File: src/rtl/demux_dispatch_ctrl_if.sv
// Beat stream into the dispatch controller and the per-channel demux handshakes out of it.
// slave = the controller, master = the upstream producer plus downstream channel sinks.
interface demux_dispatch_ctrl_if #(
  parameter int N_OUT  = 8,
  parameter int SEL_W  = 3,
  parameter int DATA_W = 8
) ();
  logic              in_valid;
  logic              in_ready;
  logic [DATA_W-1:0] in_data;
  logic [SEL_W-1:0]  in_dest;
  logic [N_OUT-1:0]  out_valid;
  logic [N_OUT-1:0]  out_ready;
  logic [DATA_W-1:0] out_data;
  logic [SEL_W-1:0]  sel;

  modport slave (
    input  in_valid, in_data, in_dest, out_ready,
    output in_ready, out_valid, out_data, sel
  );

  modport master (
    output in_valid, in_data, in_dest, out_ready,
    input  in_ready, out_valid, out_data, sel
  );
endinterface

File: src/rtl/demux_dispatch_ctrl.sv
// Dispatch controller for a 1xN demux: holds one beat and steers it to a single channel,
// chosen round-robin over enabled channels or by the beat's destination field.
module demux_dispatch_ctrl #(
  parameter int N_OUT  = 8,
  parameter int SEL_W  = 3,
  parameter int DATA_W = 8
) (
  input  logic                 clk,
  input  logic                 rst,
  input  logic                 mode,
  input  logic [N_OUT-1:0]     en_mask,
  demux_dispatch_ctrl_if.slave bus,
  output logic                 drop_err,
  output logic [15:0]          beat_cnt,
  output logic                 fsm_state
);

  // Handshakes: a beat moves on any edge where valid and ready are both high;
  // valid never waits on ready, and a presented beat stays unchanged until taken.
  typedef enum logic { IDLE = 1'b0, BUSY = 1'b1 } state_t;

  state_t            state_q, state_n;
  logic [SEL_W-1:0]  sel_q, sel_n;
  logic [DATA_W-1:0] data_q, data_n;
  logic [SEL_W-1:0]  ptr_q, ptr_n;
  logic              drop_q, drop_n;
  logic [15:0]       cnt_q, cnt_n;

  logic              drain, eligible, accept, load, drop;
  logic              rr_found;
  logic [SEL_W-1:0]  rr_idx, idx;

  always_ff @(posedge clk) begin
    if (rst) begin
      state_q <= IDLE;
      sel_q   <= '0;
      data_q  <= '0;
      ptr_q   <= '0;
      drop_q  <= 1'b0;
      cnt_q   <= '0;
    end else begin
      state_q <= state_n;
      sel_q   <= sel_n;
      data_q  <= data_n;
      ptr_q   <= ptr_n;
      drop_q  <= drop_n;
      cnt_q   <= cnt_n;
    end
  end

  always_comb begin
    state_n  = state_q;
    sel_n    = sel_q;
    data_n   = data_q;
    ptr_n    = ptr_q;
    drop_n   = 1'b0;
    cnt_n    = cnt_q;
    rr_found = 1'b0;
    rr_idx   = ptr_q;
    idx      = '0;

    // Circular search for the first enabled channel starting at ptr.
    for (int k = 0; k < N_OUT; k++) begin
      idx = ptr_q + SEL_W'(k);
      if (!rr_found && en_mask[idx]) begin
        rr_found = 1'b1;
        rr_idx   = idx;
      end
    end

    drain    = (state_q == BUSY) && bus.out_ready[sel_q];
    eligible = mode ? 1'b1 : (en_mask != '0);
    bus.in_ready = ((state_q == IDLE) || drain) && eligible;
    accept   = bus.in_valid && bus.in_ready;
    load     = accept && (mode ? en_mask[bus.in_dest] : 1'b1);
    drop     = accept && mode && !en_mask[bus.in_dest];

    if (drain) begin
      state_n = IDLE;
      cnt_n   = cnt_q + 16'd1;
    end
    if (accept && !mode) ptr_n = rr_idx + SEL_W'(1);
    if (load) begin
      state_n = BUSY;
      sel_n   = mode ? bus.in_dest : rr_idx;
      data_n  = bus.in_data;
    end
    drop_n = drop;

    bus.out_valid = (state_q == BUSY) ? (N_OUT'(1) << sel_q) : '0;
    bus.out_data  = data_q;
    bus.sel       = sel_q;
    drop_err      = drop_q;
    beat_cnt      = cnt_q;
    fsm_state     = state_q;
  end

endmodule

File: src/flat_wrapper.sv
// flat-port wrapper written by rule: the top's interface ports become plain ports
module demux_dispatch_ctrl_flat 
#(
  parameter int N_OUT  = 8,
  parameter int SEL_W  = 3,
  parameter int DATA_W = 8
)
  (clk, rst, mode, en_mask, drop_err, beat_cnt, fsm_state, bus_in_valid, bus_in_data, bus_in_dest, bus_out_ready, bus_in_ready, bus_out_valid, bus_out_data, bus_sel);
  demux_dispatch_ctrl_if #(.N_OUT(N_OUT), .SEL_W(SEL_W), .DATA_W(DATA_W)) bus_i ();
  input  logic clk;
  input  logic rst;
  input  logic mode;
  input  logic [N_OUT-1:0] en_mask;
  output logic drop_err;
  output logic [15:0] beat_cnt;
  output logic fsm_state;
  input wire logic [$bits(bus_i.in_valid)-1:0] bus_in_valid;
  input wire logic [$bits(bus_i.in_data)-1:0] bus_in_data;
  input wire logic [$bits(bus_i.in_dest)-1:0] bus_in_dest;
  input wire logic [$bits(bus_i.out_ready)-1:0] bus_out_ready;
  output wire logic [$bits(bus_i.in_ready)-1:0] bus_in_ready;
  output wire logic [$bits(bus_i.out_valid)-1:0] bus_out_valid;
  output wire logic [$bits(bus_i.out_data)-1:0] bus_out_data;
  output wire logic [$bits(bus_i.sel)-1:0] bus_sel;
  assign bus_i.in_valid = bus_in_valid;
  assign bus_i.in_data = bus_in_data;
  assign bus_i.in_dest = bus_in_dest;
  assign bus_i.out_ready = bus_out_ready;
  assign bus_in_ready = bus_i.in_ready;
  assign bus_out_valid = bus_i.out_valid;
  assign bus_out_data = bus_i.out_data;
  assign bus_sel = bus_i.sel;
  demux_dispatch_ctrl #(.N_OUT(N_OUT), .SEL_W(SEL_W), .DATA_W(DATA_W)) u_core (.clk(clk), .rst(rst), .mode(mode), .en_mask(en_mask), .bus(bus_i), .drop_err(drop_err), .beat_cnt(beat_cnt), .fsm_state(fsm_state));
endmodule
File: config.mk
export PLATFORM = sky130hd
export DESIGN_NAME = demux_dispatch_ctrl_flat
export DESIGN_NICKNAME = d
export VERILOG_FILES = /design/src/rtl/demux_dispatch_ctrl_if.sv /design/src/rtl/demux_dispatch_ctrl.sv /design/src/flat_wrapper.sv
export SDC_FILE = /design/constraint.sdc
export NUM_CORES = 1
export LEC_CHECK = 0
export BUFFER_PORTS_ARGS = -buffer_cell sky130_fd_sc_hd__clkbuf_2
export CELL_PAD_IN_SITES_DETAIL_PLACEMENT = 0
export CELL_PAD_IN_SITES_GLOBAL_PLACEMENT = 2
export CORE_ASPECT_RATIO = 1.4
export CORE_MARGIN = 4
export CORE_UTILIZATION = 31
export DETAILED_ROUTE_END_ITERATION = 8
export GPL_ROUTABILITY_DRIVEN = 0
export PLACE_DENSITY_LB_ADDON = 0.1
export SYNTH_ARGS = -nofsm -noshare
export SYNTH_HDL_FRONTEND = slang
export SYNTH_SLANG_ARGS = --single-unit
File: constraint.sdc
create_clock -name clk -period 4.4 [get_ports clk]
set_input_delay 0.22 -clock clk [delete_from_list [all_inputs] [get_ports clk]]
set_output_delay 0.22 -clock clk [all_outputs]
set_load 0.1 [all_outputs]
Yosys cells after proc, flatten, opt, wreduce, memory -nomap -nowiden
Index checks and enable logic that the tools add are counted.

storage, ports and cells
  bits in registers = 32
  latch bits = 0
  memory bits (writable) = 0
  bits in read-only memories = 0
  input bits = 31
  output and inout port bits = 38
  word-level logic and storage cells = 93
  memories = 0

operators by class
  $add $sub $neg = 9
  $mul = 0
  div/mod/pow operators = 0
  magnitude comparators = 10
  eq/ne operators = 0
  shifts and indexed selects = 1
  mux-type cells = 40
  bitwise operators = 1
  reduce and logical (&&, ||, !) cells = 26

operators with widths
  kind                     count
  $lt A3 B4 Y1 const B     10
  $bmux W1 S3              10
  $mux W3                  8
  $mux W1                  21
  $add A16 B1 Y16 const B  1
  $logic_and A1 B1 Y1      14
  $add A3 B3 Y3 const B    4
  $logic_not A1 Y1         9
  $mux W8                  1
  $reduce_bool A8 Y1       1
  $shl A1 B3 Y8 const A    1
  $add A3 B1 Y3 const B    2
  $add A3 B2 Y3 const B    2
  $reduce_bool A2 Y1       1
  $logic_or A1 B1 Y1       1
  $not A1 Y1               1

Longest topological paths before layout
Gate-level depths: netlist (run 1).

  word-level depth = 25
  gate-level depth with buffers = 18
  gate-level depth less buffers = 15

Least setup slack after synthesis (run 1)
OpenSTA, ideal clock, no wires.

  path type = reg-to-reg
  start = reg u_core.sel_q[1], in the netlist u_core.bus.sel[1]
  end = reg u_core.sel_q[0], in the netlist u_core.bus.sel[0]
  arrival time = 3658 ps
  data required time = 4286 ps
  slack = 628 ps
  stages on the path, launching flop included = 10
  path buffers = 2
  path through = dfxtp_1 -> buf_2 -> mux2i_1 -> o21a_1 -> a22o_1 -> o21ai_1 -> and2_1 -> nand3_1 -> buf_2 -> a2111oi_0

on the way
  cells in the longest elaborated chain, start to end = 7

RTL lines
  element                        RTL line                   source
  from (decl)                    demux_dispatch_ctrl.sv:23  logic [SEL_W-1:0] sel_q, sel_n;
  from (signal assigned)         demux_dispatch_ctrl.sv:43  sel_q <= sel_n;
  $bmux W1 S3                    demux_dispatch_ctrl.sv:71  drain = (state_q == BUSY) && bus.out_ready[sel_q];
  $mux W1 (not written as such)  demux_dispatch_ctrl.sv:71
  $logic_and A1 B1 Y1            demux_dispatch_ctrl.sv:71
  $logic_or A1 B1 Y1             demux_dispatch_ctrl.sv:73  bus.in_ready = ((state_q == IDLE) || drain) && eligible;
  $logic_and A1 B1 Y1            demux_dispatch_ctrl.sv:73
  net bus_in_ready               flat_wrapper.sv:21         output wire logic [$bits(bus_i.in_ready)-1:0] bus_in_ready;
  $logic_and A1 B1 Y1            demux_dispatch_ctrl.sv:74  accept = bus.in_valid && bus.in_ready;
  $logic_and A1 B1 Y1            demux_dispatch_ctrl.sv:75  load = accept && (mode ? en_mask[bus.in_dest] : 1'b1);

The timed path passes the listed nets, and every way through them passes these cells. The select of a mux whose other input is x is not followed.
A chain may end at the register's enable or synchronous reset.

Worst setup path after layout (run 1)
  start = reg u_core.ptr_q[0]
  end = reg u_core.ptr_q[2]

on the way
  cells in the longest elaborated chain, start to end = 25
  elaborated cells between the ends (all ways) = 52
  those cells by class = add/sub (8); mux (30); reduce/logical (14)

RTL lines
  element                                                 RTL line                   source
  from (decl)                                             demux_dispatch_ctrl.sv:25  logic [SEL_W-1:0] ptr_q, ptr_n;
  from (signal assigned)                                  demux_dispatch_ctrl.sv:45  ptr_q <= ptr_n;
  branches (longest 23 deep; another with $add A3 B1 Y3)  --
  $mux W3 *                                               demux_dispatch_ctrl.sv:65  if (!rr_found && en_mask[idx]) begin
  $add A3 B1 Y3 *                                         demux_dispatch_ctrl.sv:82  if (accept && !mode) ptr_n = rr_idx + SEL_W'(1);

Every way passes the cells marked *. The select of a mux whose other input is x is not followed.

==> results of run 1 <==
==> metrics by stage <==
stage	instance area [µm²]	worst slack (ns)	power, mW	util, %	cells
finish	2970	0.803	1.53	38.6	444
floorplan	2440	0.628	1.11	-	276
global route	2970	0.446	1.65	38.6	444
detailed placement	2880	0.784	1.31	37.4	436
global placement	2880	0.897	1.31	37.4	436
CTS	2970	0.751	1.55	38.6	444
==> cell usage in the layout (no fill, tap or decap), types with 3 or more instances in the layout <==
cell type | netlist | routed
or3_1 | 8 | 8
buf_4 | 0 | 5
inv_1 | 10 | 10
mux2i_1 | 19 | 19
nand2_1 | 16 | 16
dfxtp_1 | 32 | 32
mux4_2 | 10 | 10
xnor2_1 | 11 | 11
mux2_2 | 4 | 4
mux4_1 | 4 | 4
clkbuf_2 | 0 | 68
a21oi_1 | 12 | 12
nand2b_1 | 8 | 8
nor2_1 | 41 | 41
nor3_1 | 7 | 7
nand4_1 | 4 | 4
o21ai_0 | 13 | 13
o21ai_1 | 3 | 3
o21a_1 | 3 | 3
nand3_1 | 9 | 9
clkbuf_8 | 0 | 5
ha_1 | 4 | 4
==> final cells by class <==
cell class / count / area [µm²]
Multi-Input combinational cell: 219 / 1690
Timing Repair Buffer: 73 / 378
Sequential cell: 32 / 641
Inverter: 12 / 45.0
Clock inverter: 2 / 16.3
Clock buffer: 6 / 72.6
Fill cell: 854 / 4730
Tap cell: 100 / 125
==> path summary, 6_finish.rpt <==
check	end	slack (ns)	cells after the start
worst max-delay path	u_core.ptr_q[2]	0.80	14
worst min register to register	u_core.bus.out_data[5]	0.51	2
worst max register to register	u_core.ptr_q[2]	0.80	14
worst min-delay path	u_core.bus.out_data[2]	0.16	3
==> state kept, by name, summed over array words and instances, names as in the netlist <==
signal               cells
u_core.bus.sel           3
u_core.beat_cnt         16
u_core.fsm_state         1
u_core.ptr_q             3
u_core.drop_err          1
u_core.bus.out_data      8
==> critical path: stages, from the launching register on <==
cell and delay, ns:
dfxtp_1 0.34, inv_2 0.08, ha_1 0.51, mux4_1 0.66, mux2i_4 0.24, a32oi_2 0.18, nand2b_1 0.21, o21ai_1 0.27
xnor2_1 0.19, ha_1 0.25, xnor2_1 0.15, nand2_1 0.08, o2bb2ai_1 0.14, nor2_1 0.07, o211ai_2 0.13
==> metal layers <==
layer	vias up	global-route usage [%]	part of all wire, %
met4	0	5.13	1.9
li1	1156	-	-
met3	10	3.35	4.5
met5	-	0	0
met1	1101	15.5	38
met2	49	30.1	55
==> logic make-up after synthesis <==
| family | Yosys count | synth area share [%] |
|---|---|---|
| AOI/OAI and AO/OA | 53 | 14.9 |
| and+or+nand+nor | 108 | 22.1 |
| buffers and inverters | 25 | 4.36 |
| adders and majority gates | 4 | 2.05 |
| xor gates and xnor gates | 13 | 4.67 |
| muxes | 41 | 25.7 |
| DFF | 32 | 26.3 |
==> power by group <==
group | switching (mW) | leakage [nW] | internal, mW
combinational | 0.576 | 0.918 | 0.382
clock | 0.122 | 0.0414 | 0.113
sequential | 0.0297 | 0.260 | 0.311
total | 0.728 | 1.22 | 0.805
==> run summary, run 1 <==
Skew-Pair Late Insertion Delay: 0.29 ns
VDD IR max: 0.000209 V
Library cells used by synthesis: 56
Worst hold path type: primary input to flop
First-pass GRT wire length: 11.7 mm
Final Cycle Share: 81.7%
Mapped Cells: 276
# resized after CTS: 0
Clock Path Buffers: 2
Setup Buffers After CTS: 0
Critical Path Start Type: flop
Post-Syn Area: 2440 µm²
Clock sinks: 32
FF-to-FF Start: u_core.ptr_q[0]
Max Freq: 278 MHz
Yosys reg bits: 32
Main synth FF type: dfxtp_1
Most common cell in the netlist: nor2_1
Die Y: 113 µm
CTS clk-pin slew, worst paths: 0.08 ns
Endpoints failing setup: 0
Vias after detailed routing: 2,316
Starting Density: 31.7%
DR WL/cell: 16.0 µm
Cell area power density: 516 nW/µm²
Row Count: 38
Post-route minimum period: 3.60 ns
# DRC: 0
Worst Path Required: 4.61 ns
Antenna cell count: 0
Top cell type's share of synthesized area: 26.3%
I/O Buffers: 68
Synthesized Nets: 311
Leading post-synthesis cells by cell area: dfxtp_1, mux4_2, mux2i_1
Leak: 1.22 nW
Final antenna-violating net count: 0
Warnings from Yosys: 0
CP arrival: 3.80 ns
Max-slew violations: 0
Setup crit start: u_core.ptr_q[0]
Synthesis-to-layout area growth: 21.7%
Drt via density: 5.22
Setup TNS: 0 ns
Setup crit end kind: flop
Die Area: 9370 µm²
Total GRT Usage: 15.2%
Post-synth top cells: nor2_1, dfxtp_1, mux2i_1
MaxCap Viol Count: 0
Avg Synthesized Cell Area: 8.84 µm²
Status: complete, no violations
Worst-margin pin slew: 0.737 ns
Final hold slack: 0.162 ns
# hold bufs at CTS: 0
Crit Path Max Fanout: 9
Post-synthesis sequential area ratio: 26.3%
TritonCTS clock tree: done
HPWL after DPL: 5.52 mm
Detailed Routing Iterations Pass 1: 5
Gr ovfl total: 0
Number of synthesized flops with an enable pin: 0
Share of flip-flops with an asynchronous set or reset: 0%
Depth of the CTS H-tree: 2
Die W: 83.0 µm
Kind of critical path: flop to flop
Nets: 378
Vias in the first global route: 2,362
Hold Violations, Final: 0
Detailed Route WL: 7.08 mm
Proportion of layout cells with a drive suffix above 1: 30.8%
Area leader, netlist: dfxtp_1
Min-delay src: bus_in_data[2]
Pin count of the biggest net entering global routing: 34
CTS root buffer: clkbuf_8
Initial DRC count: 93
Setup Skew: 0.00937 ns
RSZ-0062 raised after global routing: no
Area of the core: 7700 µm²
Num CTS Buffers: 5
Initial antenna violation count: 0
I/O Pins: 69
Slew Limit Headroom: 50.7%
Power figures use the tool's default switching activity.
==> run 2: changes to the inputs <==
- ABC_AREA: default -> 1
- CORE_UTILIZATION: 31 -> 24
- clock period: 4.4 -> 3 ns (I/O delays scaled with it)
==> run summary, run 2 <==
Final hold slack: 0.101 ns
Die Area: 11,600 µm²
Final antenna-violating net count: 0
Most common cell in the netlist: nand2_1
Total GRT Usage: 14.2%
Final Cycle Share: 90.7%
Area of the core: 9560 µm²
Avg Synthesized Cell Area: 6.25 µm²
Gr ovfl total: 0
CTS clk-pin slew, worst paths: 0.05 ns
CTS root buffer: clkbuf_16
Worst Path Required: 3.16 ns
Post-Synth Adder-Cell Area: 2.10%
Row Count: 42
Main combinational cell family by area after synthesis: simple AND/OR/NAND/NOR gates
Post-synthesis xor/xnor area fraction: 2.52%
Share of flip-flops with an asynchronous set or reset: 0%
DR WL/cell: 13.6 µm
Synth Area in Compound Gates: 12.3%
Yosys reg bits: 32
Proportion of layout cells with a drive suffix above 1: 26.3%
Starting Density: 24.9%
Num CTS Buffers: 5
Setup ws final: 0.280 ns
Post-synthesis sequential area ratio: 26.9%
Post-synth top cells: nand2_1, nor2_1, inv_1
Max reg flops: 16
TritonCTS clock tree: done
Fin area: 3050 µm²
Setup TNS: 0 ns
Main synth FF type: dfxtp_1
Worst hold path type: primary input to flop
# DRC: 0
I/O Buffers: 68
Max-slew violations: 0
Post-route minimum period: 2.72 ns
Multiplexer share of the synthesized area: 0%
Most common cell after layout, fill and taps aside: nand2_1
Hold Violations, Final: 0
Dpl cell area: 2900 µm²
First-pass GRT wire length: 12.9 mm
Detailed Route WL: 7.98 mm
MaxCap Viol Count: 0
Cell area power density: 603 nW/µm²
Initial antenna violation count: 0
Kind of critical path: flop to flop
Area leader, netlist: dfxtp_1
Vias in the first global route: 2,590
Synthesis-to-layout area growth: 28.0%
RSZ-0062 raised after global routing: no
Status: complete, no violations
CP arrival: 2.88 ns
Initial DRC count: 53
Setup Skew: 0.00380 ns
Pin count of the biggest net entering global routing: 19
Leak: 1.44 nW
Post-Syn Area: 2380 µm²
Worst slack at placement: 0.176 ns
Crit Path Max Fanout: 6
Depth of the CTS H-tree: 2
Die Y: 126 µm
Number of synthesized flops with an enable pin: 0
Most frequent cells in the layout: nand2_1, clkbuf_2, nor2_1
Die W: 92.2 µm
Detailed Routing Iterations Pass 1: 4
Slew Limit Headroom: 51.9%
I/O Pins: 69
Pwr Total: 1.84 mW
Skew-Pair Late Insertion Delay: 0.28 ns
Warnings from Yosys: 0
Synthesized Nets: 416
Mapped Cells: 381
Critical Path Start Type: flop
Leading post-synthesis cells by cell area: dfxtp_1, nand2_1, nand3_1
Vias after detailed routing: 2,653
Worst-margin pin slew: 0.715 ns
Endpoints failing setup: 0
Drt via density: 4.51
HPWL after DPL: 6.68 mm
Clock Path Buffers: 2
# fillers: 1,122
Max Freq: 368 MHz
Antenna cell count: 0
Library cells used by synthesis: 36
Clock sinks: 32
Simple-Gate Fraction of Synth Area: 47.0%
Nets: 490
Top cell type's share of synthesized area: 26.9%
Setup crit end kind: flop
VDD IR max: 0.000365 V
[run 2: cell families after synthesis]
group | Yosys count
AND/OR/NAND/NOR | 232
AO/OA/AOI/OAI | 54
buffers and inverters | 53
flip-flops | 32
XOR/XNOR | 6
adder cells (fa/ha/maj) | 4
[run 2: what timing repair did]
item                       4_1_cts  5_1_grt
gates resized for setup          0        2
setup endpoints to repair        0        2
setup buffers                    0        0
hold buffers                     0        0
[run 2: final timing paths]
path                                          start  slack [ns]  cells past startpoint                     end
worst max-delay path                u_core.ptr_q[0]        0.28                     19         u_core.ptr_q[1]
worst min-delay path                 bus_in_data[5]        0.10                      3  u_core.bus.out_data[5]
worst min register to register  u_core.beat_cnt[13]        0.50                      2     u_core.beat_cnt[13]
worst max register to register      u_core.ptr_q[0]        0.28                     19         u_core.ptr_q[1]
[run 2: critical path: stages (launching register included)]
cell     delay [ns]
dfxtp_1        0.34
inv_2          0.04
ha_2           0.34
inv_2          0.15
nand3_2        0.10
nand2_1        0.10
nand2_2        0.07
nand2_4        0.08
nand2_4        0.06
nor2_8         0.12
nand2_2        0.08
nor2_4         0.10
nand2_1        0.13
o21ai_0        0.20
nand2_1        0.07
nand2_1        0.10
inv_2          0.05
ha_1           0.27
o21ai_0        0.16
a21oi_1        0.05
[run 2: final cells by class]
cell class                      instances  area (µm²)  share of cell area [%]
Timing Repair Buffer                   75         393                    12.9
Clock buffer                            8         146                    4.80
Inverter                               45         169                    5.54
Tap cell                              132         165                    5.41
Multi-Input combinational cell        296        1530                    50.3
Sequential cell                        32         643                    21.1
[run 2: power breakdown]
group	leakage, nW	internal (mW)	switching [mW]	total, mW
registers	0.262	0.453	0.0313	0.485
logic	1.11	0.226	0.620	0.846
clock network	0.0712	0.331	0.178	0.509
total	1.44	1.01	0.829	1.84
[run 2: layer usage]
layer	global-route usage [%]	part of all wire, %	up-vias	wire length [µm]
met3	2.21	2.3	13	181
li1	-	-	1395	-
met4	5.34	2.3	0	187
met1	13.0	34	1209	2750
met5	0	0	-	0
met2	30.1	61	36	4870
[run 2: through the flow]
stage                     utilization, %  instances
final                               31.9        588
after global routing                31.9        588
after global placement              30.3        580
after CTS                           31.9        588
after floorplan                        -        381
after detailed placement            30.3        580
